--- config.mk ---
export PLATFORM = sky130hd
export DESIGN_NAME = alu_req_sequencer_flat
export DESIGN_NICKNAME = d
export VERILOG_FILES = /design/src/rtl/alu_seq_pkg.sv /design/src/rtl/alu_req_sequencer_if.sv /design/src/rtl/alu_req_sequencer_rr_arb2.sv /design/src/rtl/alu_req_sequencer.sv /design/src/flat_wrapper.sv
export SDC_FILE = /design/constraint.sdc
export NUM_CORES = 1
export LEC_CHECK = 0
export ABC_AREA = 1
export BUFFER_PORTS_ARGS = -buffer_cell sky130_fd_sc_hd__buf_2
export CORE_AREA = 2 2 54 56
export DETAILED_ROUTE_END_ITERATION = 8
export DIE_AREA = 0 0 56 58
export PLACE_DENSITY = 0.73
export SYNTH_ARGS = -nofsm -noshare
export SYNTH_HDL_FRONTEND = slang
export SYNTH_SLANG_ARGS = --single-unit
--- constraint.sdc ---
create_clock -name clk -period 1.45 [get_ports clk]
set_input_delay 0.29 -clock clk [delete_from_list [all_inputs] [get_ports clk]]
set_output_delay 0.29 -clock clk [all_outputs]
set_load 0.02 [all_outputs]
--- src/rtl/alu_seq_pkg.sv ---
// Shared types and constants for the ALU request sequencer and the
// front ends that drive the ALU.
package alu_seq_pkg;

  localparam logic [1:0] ST_IDLE = 2'd0;
  localparam logic [1:0] ST_EXEC = 2'd1;
  localparam logic [1:0] ST_RESP = 2'd2;

  typedef enum logic [1:0] {
    IDLE = ST_IDLE,
    EXEC = ST_EXEC,
    RESP = ST_RESP
  } state_t;

  // ALUControl codes; the sequencer passes them through untouched.
  localparam logic [2:0] ALU_AND = 3'b000;
  localparam logic [2:0] ALU_OR  = 3'b001;
  localparam logic [2:0] ALU_ADD = 3'b010;
  localparam logic [2:0] ALU_SUB = 3'b110;
  localparam logic [2:0] ALU_SLT = 3'b111;

endpackage

--- src/rtl/alu_req_sequencer_if.sv ---
// Requester-side bus of the sequencer: two valid/ready request ports plus
// the shared result, per-requester done pulses and busy.
interface alu_req_sequencer_if #(
  parameter int WIDTH = 4
);

  logic             req0_valid;
  logic [WIDTH-1:0] req0_a;
  logic [WIDTH-1:0] req0_b;
  logic [2:0]       req0_op;
  logic             req0_ready;

  logic             req1_valid;
  logic [WIDTH-1:0] req1_a;
  logic [WIDTH-1:0] req1_b;
  logic [2:0]       req1_op;
  logic             req1_ready;

  logic [WIDTH-1:0] result;
  logic             result_zero;
  logic             done0;
  logic             done1;
  logic             busy;

  modport master (
    output req0_valid, req0_a, req0_b, req0_op,
    output req1_valid, req1_a, req1_b, req1_op,
    input  req0_ready, req1_ready,
    input  result, result_zero, done0, done1, busy
  );

  modport slave (
    input  req0_valid, req0_a, req0_b, req0_op,
    input  req1_valid, req1_a, req1_b, req1_op,
    output req0_ready, req1_ready,
    output result, result_zero, done0, done1, busy
  );

endinterface

--- src/rtl/alu_req_sequencer_rr_arb2.sv ---
// Two-way round-robin arbiter: a lone requester wins, and under contention
// the requester that was not served last wins.
module rr_arb2 (
  input  logic [1:0] req,
  input  logic       last_served,
  output logic [1:0] gnt
);

  always_comb begin
    // NOTE: assigning a default before the case keeps every path driven,
    // so no latch is inferred for combinational outputs.
    gnt = 2'b00;
    case (req)
      2'b01:   gnt = 2'b01;
      2'b10:   gnt = 2'b10;
      2'b11:   gnt = last_served ? 2'b01 : 2'b10;
      default: gnt = 2'b00;
    endcase
  end

endmodule

--- src/rtl/alu_req_sequencer.sv ---
// Time-shares one combinational ALU between two requesters: accept in IDLE,
// drive registered operands in EXEC, return result with a done pulse in RESP.
module alu_req_sequencer
  import alu_seq_pkg::*;
#(
  parameter int WIDTH = 4
) (
  input  logic             clk,
  input  logic             reset,
  alu_req_sequencer_if.slave bus,
  output logic [WIDTH-1:0] alu_src_a,
  output logic [WIDTH-1:0] alu_src_b,
  output logic [2:0]       alu_control,
  input  logic [WIDTH-1:0] alu_result,
  input  logic             alu_zero
);

  state_t           state;
  logic             last_served;
  logic             grant_id;
  logic [1:0]       gnt;
  logic [1:0]       ready;
  logic [1:0]       done_q;
  logic [WIDTH-1:0] result_q;
  logic             result_zero_q;

  rr_arb2 u_arb (
    .req         ({bus.req1_valid, bus.req0_valid}),
    .last_served (last_served),
    .gnt         (gnt)
  );

  // Ready is only offered in IDLE, and never while reset is being applied.
  always_comb begin
    ready = 2'b00;
    if (state == IDLE && !reset) ready = gnt;
  end

  assign bus.req0_ready  = ready[0];
  assign bus.req1_ready  = ready[1];
  assign bus.result      = result_q;
  assign bus.result_zero = result_zero_q;
  assign bus.done0       = done_q[0];
  assign bus.done1       = done_q[1];
  assign bus.busy        = (state != IDLE);

  // NOTE: sequential state uses non-blocking assignments so every register
  // samples pre-edge values regardless of statement order.
  always_ff @(posedge clk) begin
    if (reset) begin
      // NOTE: every register here is a control or datapath flop, so all of
      // them get reset values; there is no storage array to leave unreset.
      state         <= IDLE;
      last_served   <= 1'b1;
      grant_id      <= 1'b0;
      alu_src_a     <= '0;
      alu_src_b     <= '0;
      alu_control   <= 3'b000;
      result_q      <= '0;
      result_zero_q <= 1'b0;
      done_q        <= 2'b00;
    end else begin
      done_q <= 2'b00;
      case (state)
        IDLE: begin
          if (|ready) begin
            grant_id <= ready[1];
            if (ready[1]) begin
              alu_src_a   <= bus.req1_a;
              alu_src_b   <= bus.req1_b;
              alu_control <= bus.req1_op;
            end else begin
              alu_src_a   <= bus.req0_a;
              alu_src_b   <= bus.req0_b;
              alu_control <= bus.req0_op;
            end
            state <= EXEC;
          end
        end
        EXEC: begin
          result_q         <= alu_result;
          result_zero_q    <= alu_zero;
          last_served      <= grant_id;
          done_q[grant_id] <= 1'b1;
          state            <= RESP;
        end
        RESP:    state <= IDLE;
        default: state <= IDLE;
      endcase
    end
  end

endmodule

--- src/flat_wrapper.sv ---
// flat-port wrapper written by rule: the top's interface ports become plain ports
module alu_req_sequencer_flat import alu_seq_pkg::*;
#(
  parameter int WIDTH = 4
)
  (clk, reset, alu_src_a, alu_src_b, alu_control, alu_result, alu_zero, bus_req0_valid, bus_req0_a, bus_req0_b, bus_req0_op, bus_req1_valid, bus_req1_a, bus_req1_b, bus_req1_op, bus_req0_ready, bus_req1_ready, bus_result, bus_result_zero, bus_done0, bus_done1, bus_busy);
  alu_req_sequencer_if #(.WIDTH(WIDTH)) bus_i ();
  input  logic clk;
  input  logic reset;
  output logic [WIDTH-1:0] alu_src_a;
  output logic [WIDTH-1:0] alu_src_b;
  output logic [2:0] alu_control;
  input  logic [WIDTH-1:0] alu_result;
  input  logic alu_zero;
  input wire logic [$bits(bus_i.req0_valid)-1:0] bus_req0_valid;
  input wire logic [$bits(bus_i.req0_a)-1:0] bus_req0_a;
  input wire logic [$bits(bus_i.req0_b)-1:0] bus_req0_b;
  input wire logic [$bits(bus_i.req0_op)-1:0] bus_req0_op;
  input wire logic [$bits(bus_i.req1_valid)-1:0] bus_req1_valid;
  input wire logic [$bits(bus_i.req1_a)-1:0] bus_req1_a;
  input wire logic [$bits(bus_i.req1_b)-1:0] bus_req1_b;
  input wire logic [$bits(bus_i.req1_op)-1:0] bus_req1_op;
  output wire logic [$bits(bus_i.req0_ready)-1:0] bus_req0_ready;
  output wire logic [$bits(bus_i.req1_ready)-1:0] bus_req1_ready;
  output wire logic [$bits(bus_i.result)-1:0] bus_result;
  output wire logic [$bits(bus_i.result_zero)-1:0] bus_result_zero;
  output wire logic [$bits(bus_i.done0)-1:0] bus_done0;
  output wire logic [$bits(bus_i.done1)-1:0] bus_done1;
  output wire logic [$bits(bus_i.busy)-1:0] bus_busy;
  assign bus_i.req0_valid = bus_req0_valid;
  assign bus_i.req0_a = bus_req0_a;
  assign bus_i.req0_b = bus_req0_b;
  assign bus_i.req0_op = bus_req0_op;
  assign bus_i.req1_valid = bus_req1_valid;
  assign bus_i.req1_a = bus_req1_a;
  assign bus_i.req1_b = bus_req1_b;
  assign bus_i.req1_op = bus_req1_op;
  assign bus_req0_ready = bus_i.req0_ready;
  assign bus_req1_ready = bus_i.req1_ready;
  assign bus_result = bus_i.result;
  assign bus_result_zero = bus_i.result_zero;
  assign bus_done0 = bus_i.done0;
  assign bus_done1 = bus_i.done1;
  assign bus_busy = bus_i.busy;
  alu_req_sequencer #(.WIDTH(WIDTH)) u_core (.clk(clk), .reset(reset), .bus(bus_i), .alu_src_a(alu_src_a), .alu_src_b(alu_src_b), .alu_control(alu_control), .alu_result(alu_result), .alu_zero(alu_zero));
endmodule
== Yosys cells after proc, flatten, opt, wreduce, memory -nomap -nowiden ==
Cells that the tools add are included.
Word-level totals
  bits in registers: 22
  input bits: 31
  output and inout bits: 21
  word-level logic and storage cells: 35
Operators by class
  $lt $le $gt $ge: 2
  equal/unequal tests: 5
  muxes and demuxes: 10
  bitwise operators: 1
  reductions and logical operators: 8
Operators with widths (number)
  $mux 4: 2
  $mux 2: 3
  $pmux 2 s3: 1
  $eq 2x1->1 const B: 2
  $eq 2x2->1 const B: 2
  $pmux 2 s2: 1
  $reduce_or 2->1: 2
  $mux 3: 1
  $logic_and 1x1->1: 2
  $logic_not 2->1: 1
  $lt 1x2->1 const B: 1
  $ne 2x2->1 const B: 1
  $reduce_and 2->1: 1
  $reduce_bool 2->1: 1
  $demux 1 s1: 1
  $ge 1x1->1 const B: 1
  $logic_not 1->1: 1
  $mux 1: 1
  $not 1->1: 1

== Longest topological paths before layout ==
  depth in word-level cells: 6
  depth in mapped cells: 7
  gate-level depth less buffers: 6

== By module ==
From an unflattened synthesis, not the netlist that was laid out.
Unflattened totals
  cells, all modules: 139
  area total of the unflattened synthesis: 1027.2 um2
By module, submodules not included
  alu_req_sequencer: instances 1, cells an instance 134, area an instance 1006.0 um2, sequential area each 440.4 um2
  rr_arb2: instances 1, cells an instance 5, area an instance 21.3 um2, sequential area each 0.0 um2

== Worst setup path after synthesis ==
Ideal clock, no wire load.
  path type: register -> output
  from: register u_core.state[1]
  to: output port bus_req0_ready
  data arrival time: 1.193 ns
  data required time: 1.160 ns
  path slack: -0.033 ns
  stages on the path, launching flop included: 5
  buffers on the path: 1
  path through: dfxtp_1 > nor2_4 > nand2_4 > buf_6 > a211oi_1
On the way
  longest elaborated chain between the ends: 3
RTL lines
  start: declaration: RTL line alu_req_sequencer.sv:18  | state_t state;
  start signal: assignment: RTL line alu_req_sequencer.sv:53  | state <= IDLE;
  start signal: assignment: RTL line alu_req_sequencer.sv:77  | state <= EXEC;
  start signal: assignment: RTL line alu_req_sequencer.sv:85  | state <= RESP;
  $logic_not 2->1: RTL line alu_req_sequencer.sv:36  | if (state == IDLE && !reset) ready = gnt;
  $logic_and 1x1->1: RTL line alu_req_sequencer.sv:36
  $mux 2: RTL line alu_req_sequencer.sv:36
  end: declaration: RTL line flat_wrapper.sv:23  | output wire logic [$bits(bus_i.req0_ready)-1:0] bus_req0_ready;
No other way between the ends.

== Worst setup path in the final report ==
  from: register u_core.state[0]
  to: output port bus_req1_ready
On the way
  longest elaborated chain between the ends: 3
RTL lines
  $logic_not 2->1: RTL line alu_req_sequencer.sv:36
  $logic_and 1x1->1: RTL line alu_req_sequencer.sv:36
  $mux 2: RTL line alu_req_sequencer.sv:36
  end: declaration: RTL line flat_wrapper.sv:24  | output wire logic [$bits(bus_i.req1_ready)-1:0] bus_req1_ready;
No other way between the ends.

==> summary.md <==
| Metric | Value |
|---|---|
| Status | `complete, but fails checks` |
| Final Util | `0.557` |
| Layout Skew | `0.00182 ns` |
| Post-synthesis area per instance | `8.03 um2` |
| Post-synthesis sequential area ratio | `0.400` |
| Sequential fraction of design power | `0.508` |
| Port buffer count | `between 50 and 60` |
| Switching fraction of total power | `0.308` |
| Failing checks | `negative setup slack` |
| Drt drc | `0` |
| Worst-skew pair later-pin latency | `roughly 0.3 ns` |
| First-pass GRT wire length | `between 4000 and 5000 um` |
| Num rows | `19` |
| Delay-heaviest family, CP | `flip-flops` |
| # IOs | `52` |
| Worst hold-check path type | `in -> reg` |
| Drt total wl | `about 2500 um` |
| TritonRoute pass-1 iters | `4` |
| Clk slew on worst S/H paths | `between 0.1 and 0.15 ns` |
| TritonCTS Buffers | `3` |
| Die Y | `between 50 and 60 um` |
| Switching power | `around 410 uW` |
| CP dominant cell by count | `inv_2` |
| Worst path required time | `around 1.2 ns` |
| Post-synthesis instance area | `between 0.001 and 0.0015 mm2` |
| Worst slew margin | `0.767` |
| Via/cell ratio | `about 4.7` |
| P_int | `just over 900 uW` |
| Share of layout cells above drive strength 1 | `0.396` |
| Detailed Route Iter0 Violations | `18` |
| Hold EP | `u_core.bus.result[1]` |
| Nets@finish | `225` |
| Initial antenna violation count | `0` |
| Fin worst setup slack | `-0.0160 ns` |
| FF+latch count, synth | `22` |
| RR Endpoint | `u_core.alu_src_a[1]` |
| ANT cells | `0` |
| Final Hold Vio Count | `0` |
| CTS tree | `yes` |
| CTS Hold Bufs | `0` |
| Largest net degree at the start of global routing | `24` |
| Reg2Reg Launch Point | `u_core.state[0]` |
| Synth cell types | `18` |
| Min-delay src | `alu_result[1]` |
| H-tree depth | `1` |
| Routability cong. | `0.703` |
| Number of global-route vias before repair | `996` |
| Layout area overhead | `34.8%` |
| Unrepaired setup endpoints after global routing | `true` |
| Max Cap Violations | `0` |
| Mapped Cells | `137` |
| PD cells | `approximately 900 mW/mm2` |
| Clock Tree Buf Depth | `2` |
| Final ANT Viol Nets | `0` |
| Period utilization | `1.01` |
| Minimum clock period | `about 1.5 ns` |
| Worst Tran Pin Value | `0.348 ns` |
| Total GRT Usage | `0.157` |
| Slowest cell on the critical path | `dfxtp_2` |
| Setup crit end kind | `output pin` |
| Die Area | `0.00325 mm2` |
| Max-slew violation count | `0` |
| Buf/Inv on CP | `3` |
| CP Launch Type | `register` |
| Flop-to-flop setup slack | `roughly 0.07 ns` |
| Crit path DAT | `1.18 ns` |
| HPWL Detailed | `around 1900 um` |
| CORE AREA | `between 0.002 and 0.003 mm2` |
| Cell area after layout | `roughly 0.0015 mm2` |
| Initial Utilization | `0.413` |
| Placed Cells | `between 200 and 250` |
| Clock network fraction of total power | `0.199` |
| Crit path kind | `reg -> out` |
| YS warnings | `0` |
| CTS root buf | `clkbuf_4` |
| Count of clock tree sinks | `22` |
| Register-to-Register Path Depth | `8` |
| Die W | `between 50 and 60 um` |
| Leak Pwr | `between 0.8 and 0.9 nW` |
| Critical path peak fanout | `3` |
| Worst stage delay on the critical path | `~0.35 ns` |
| Hold path depth | `2` |
| GR Overflow Total | `0` |
| Post-DP Area | `between 0.001 and 0.0015 mm2` |
| Crit-path cells | `nor2_4 -> nand2_4 -> inv_2 -> nand3_2 -> inv_2 -> buf_6` |
| # setup viols final | `2` |
| Via count | `1038` |
| Synthesized netlist net count | `168` |
| Worst VDD drop | `0.571 mV` |
| Max Fclk | `682 MHz` |
| Wire length per cell | `between 10 and 15 um` |
| Logic pwr share | `0.294` |
| Non-Filler Instances | `about 220` |
| Worst hold margin | `~0.19 ns` |
metal layers:
layer  up-vias  GRT usage  share of wire
met5         -          0              0
met4         0     0.0612          0.018
met3         5     0.0402          0.077
met2        41      0.252           0.43
met1       445      0.205           0.48
li1        547          -              -
power by group through the flow:
stage	Sequential (mW)	Combinational (mW)	Clock, mW
global placement	0.689	0.347	0
floorplan	0.738	0.193	0
global route	0.685	0.431	0.310
finish	0.678	0.392	0.266
CTS	0.678	0.369	0.278
detailed placement	0.692	0.353	0
worst max-delay path by stage:
| stage | start | cells past startpoint | to | slack [ns] |
|---|---|---|---|---|
| final | u_core.state[0] | 6 | bus_req1_ready | -0.02 |
| after global routing | u_core.state[0] | 4 | bus_req0_ready | -0.09 |
| after CTS | u_core.state[0] | 4 | bus_req0_ready | -0.02 |
| after detailed placement | reset | 7 | u_core.alu_src_b[1] | 0.17 |
| after global placement | reset | 8 | u_core.alu_control[2] | 0.21 |
| after floorplan | u_core.state[1] | 4 | bus_req0_ready | 0.17 |
through the flow:
stage / power [mW] / setup slack, ns / setup TNS (ns)
detailed placement: 1.05 / 0.173 / 0
floorplan: 0.931 / 0.166 / 0
CTS: 1.33 / -0.0217 / -0.0312
global route: 1.43 / -0.0937 / -0.219
global placement: 1.04 / 0.208 / 0
finish: 1.34 / -0.0160 / -0.0283
flip-flops by register name (all words and copies together) (netlist names):
| name | cells |
|---|---|
| u_core.alu_control | 3 |
| u_core.bus.result_zero | 1 |
| u_core.done_q | 2 |
| u_core.last_served | 1 |
| u_core.alu_src_a | 4 |
| u_core.state | 2 |
| u_core.bus.result | 4 |
| u_core.grant_id | 1 |
| u_core.alu_src_b | 4 |
synthesized netlist by cell type:
cell type	count	area (um2)
a211oi_1	1	7.51
a21oi_1	2	10.0
a21oi_4	1	16.3
a22o_1	5	43.8
buf_2	2	10.0
buf_6	4	45.0
clkbuf_1	1	3.75
dfxtp_1	22	440
inv_1	21	78.8
nand2_1	15	56.3
nand2_4	1	11.3
nand3_1	1	5.00
nor2_1	22	82.6
nor2_2	4	25.0
nor2_4	1	11.3
nor3b_1	11	82.6
o21ai_0	1	5.00
o21bai_1	22	165
cell usage in the layout (no fill, tap or decap), types with 2 or more instances in the layout:
cell / netlist / layout
a21oi_1: 2 / 2
a22o_1: 5 / 5
buf_2: 2 / 48
buf_4: 0 / 7
clkbuf_4: 0 / 3
dfxtp_1: 22 / 21
inv_1: 21 / 19
inv_2: 0 / 2
nand2_1: 15 / 15
nor2_1: 22 / 20
nor2_2: 4 / 6
nor3b_1: 11 / 11
o21bai_1: 22 / 22
cells by family (layout without fill, tap and decap cells):
| family | Yosys count | in the layout | share of synthesized area |
|---|---|---|---|
| compound gates | 32 | 32 | 0.225 |
| flops | 22 | 22 | 0.400 |
| buf+inv | 28 | 83 | 0.125 |
| simple gates | 55 | 55 | 0.249 |
layout make-up:
cell class,count,area [um2]
sequential,22,442
inverter,21,78.8
multi-input combinational,87,537
clock buffer,3,22.5
fill,270,1180
tap,31,38.8
timing repair buffer,59,364
repair_timing:
action / in CTS / in global routing
gates resized for setup: 7 / 5
setup endpoints to repair: 2 / 7
pin swaps: 2 / 2
gates cloned: 0 / 1
setup buffers: 2 / 1
worst reg2reg max path: stages, from the launching register on:
cell     delay, ns
dfxtp_2       0.35
nor2_4        0.15
nand2_4       0.08
buf_4         0.15
a21oi_4       0.18
buf_12        0.16
nand2_1       0.05
nor2_1        0.11
nor2_1        0.06
Power figures use the tool's default switching activity.
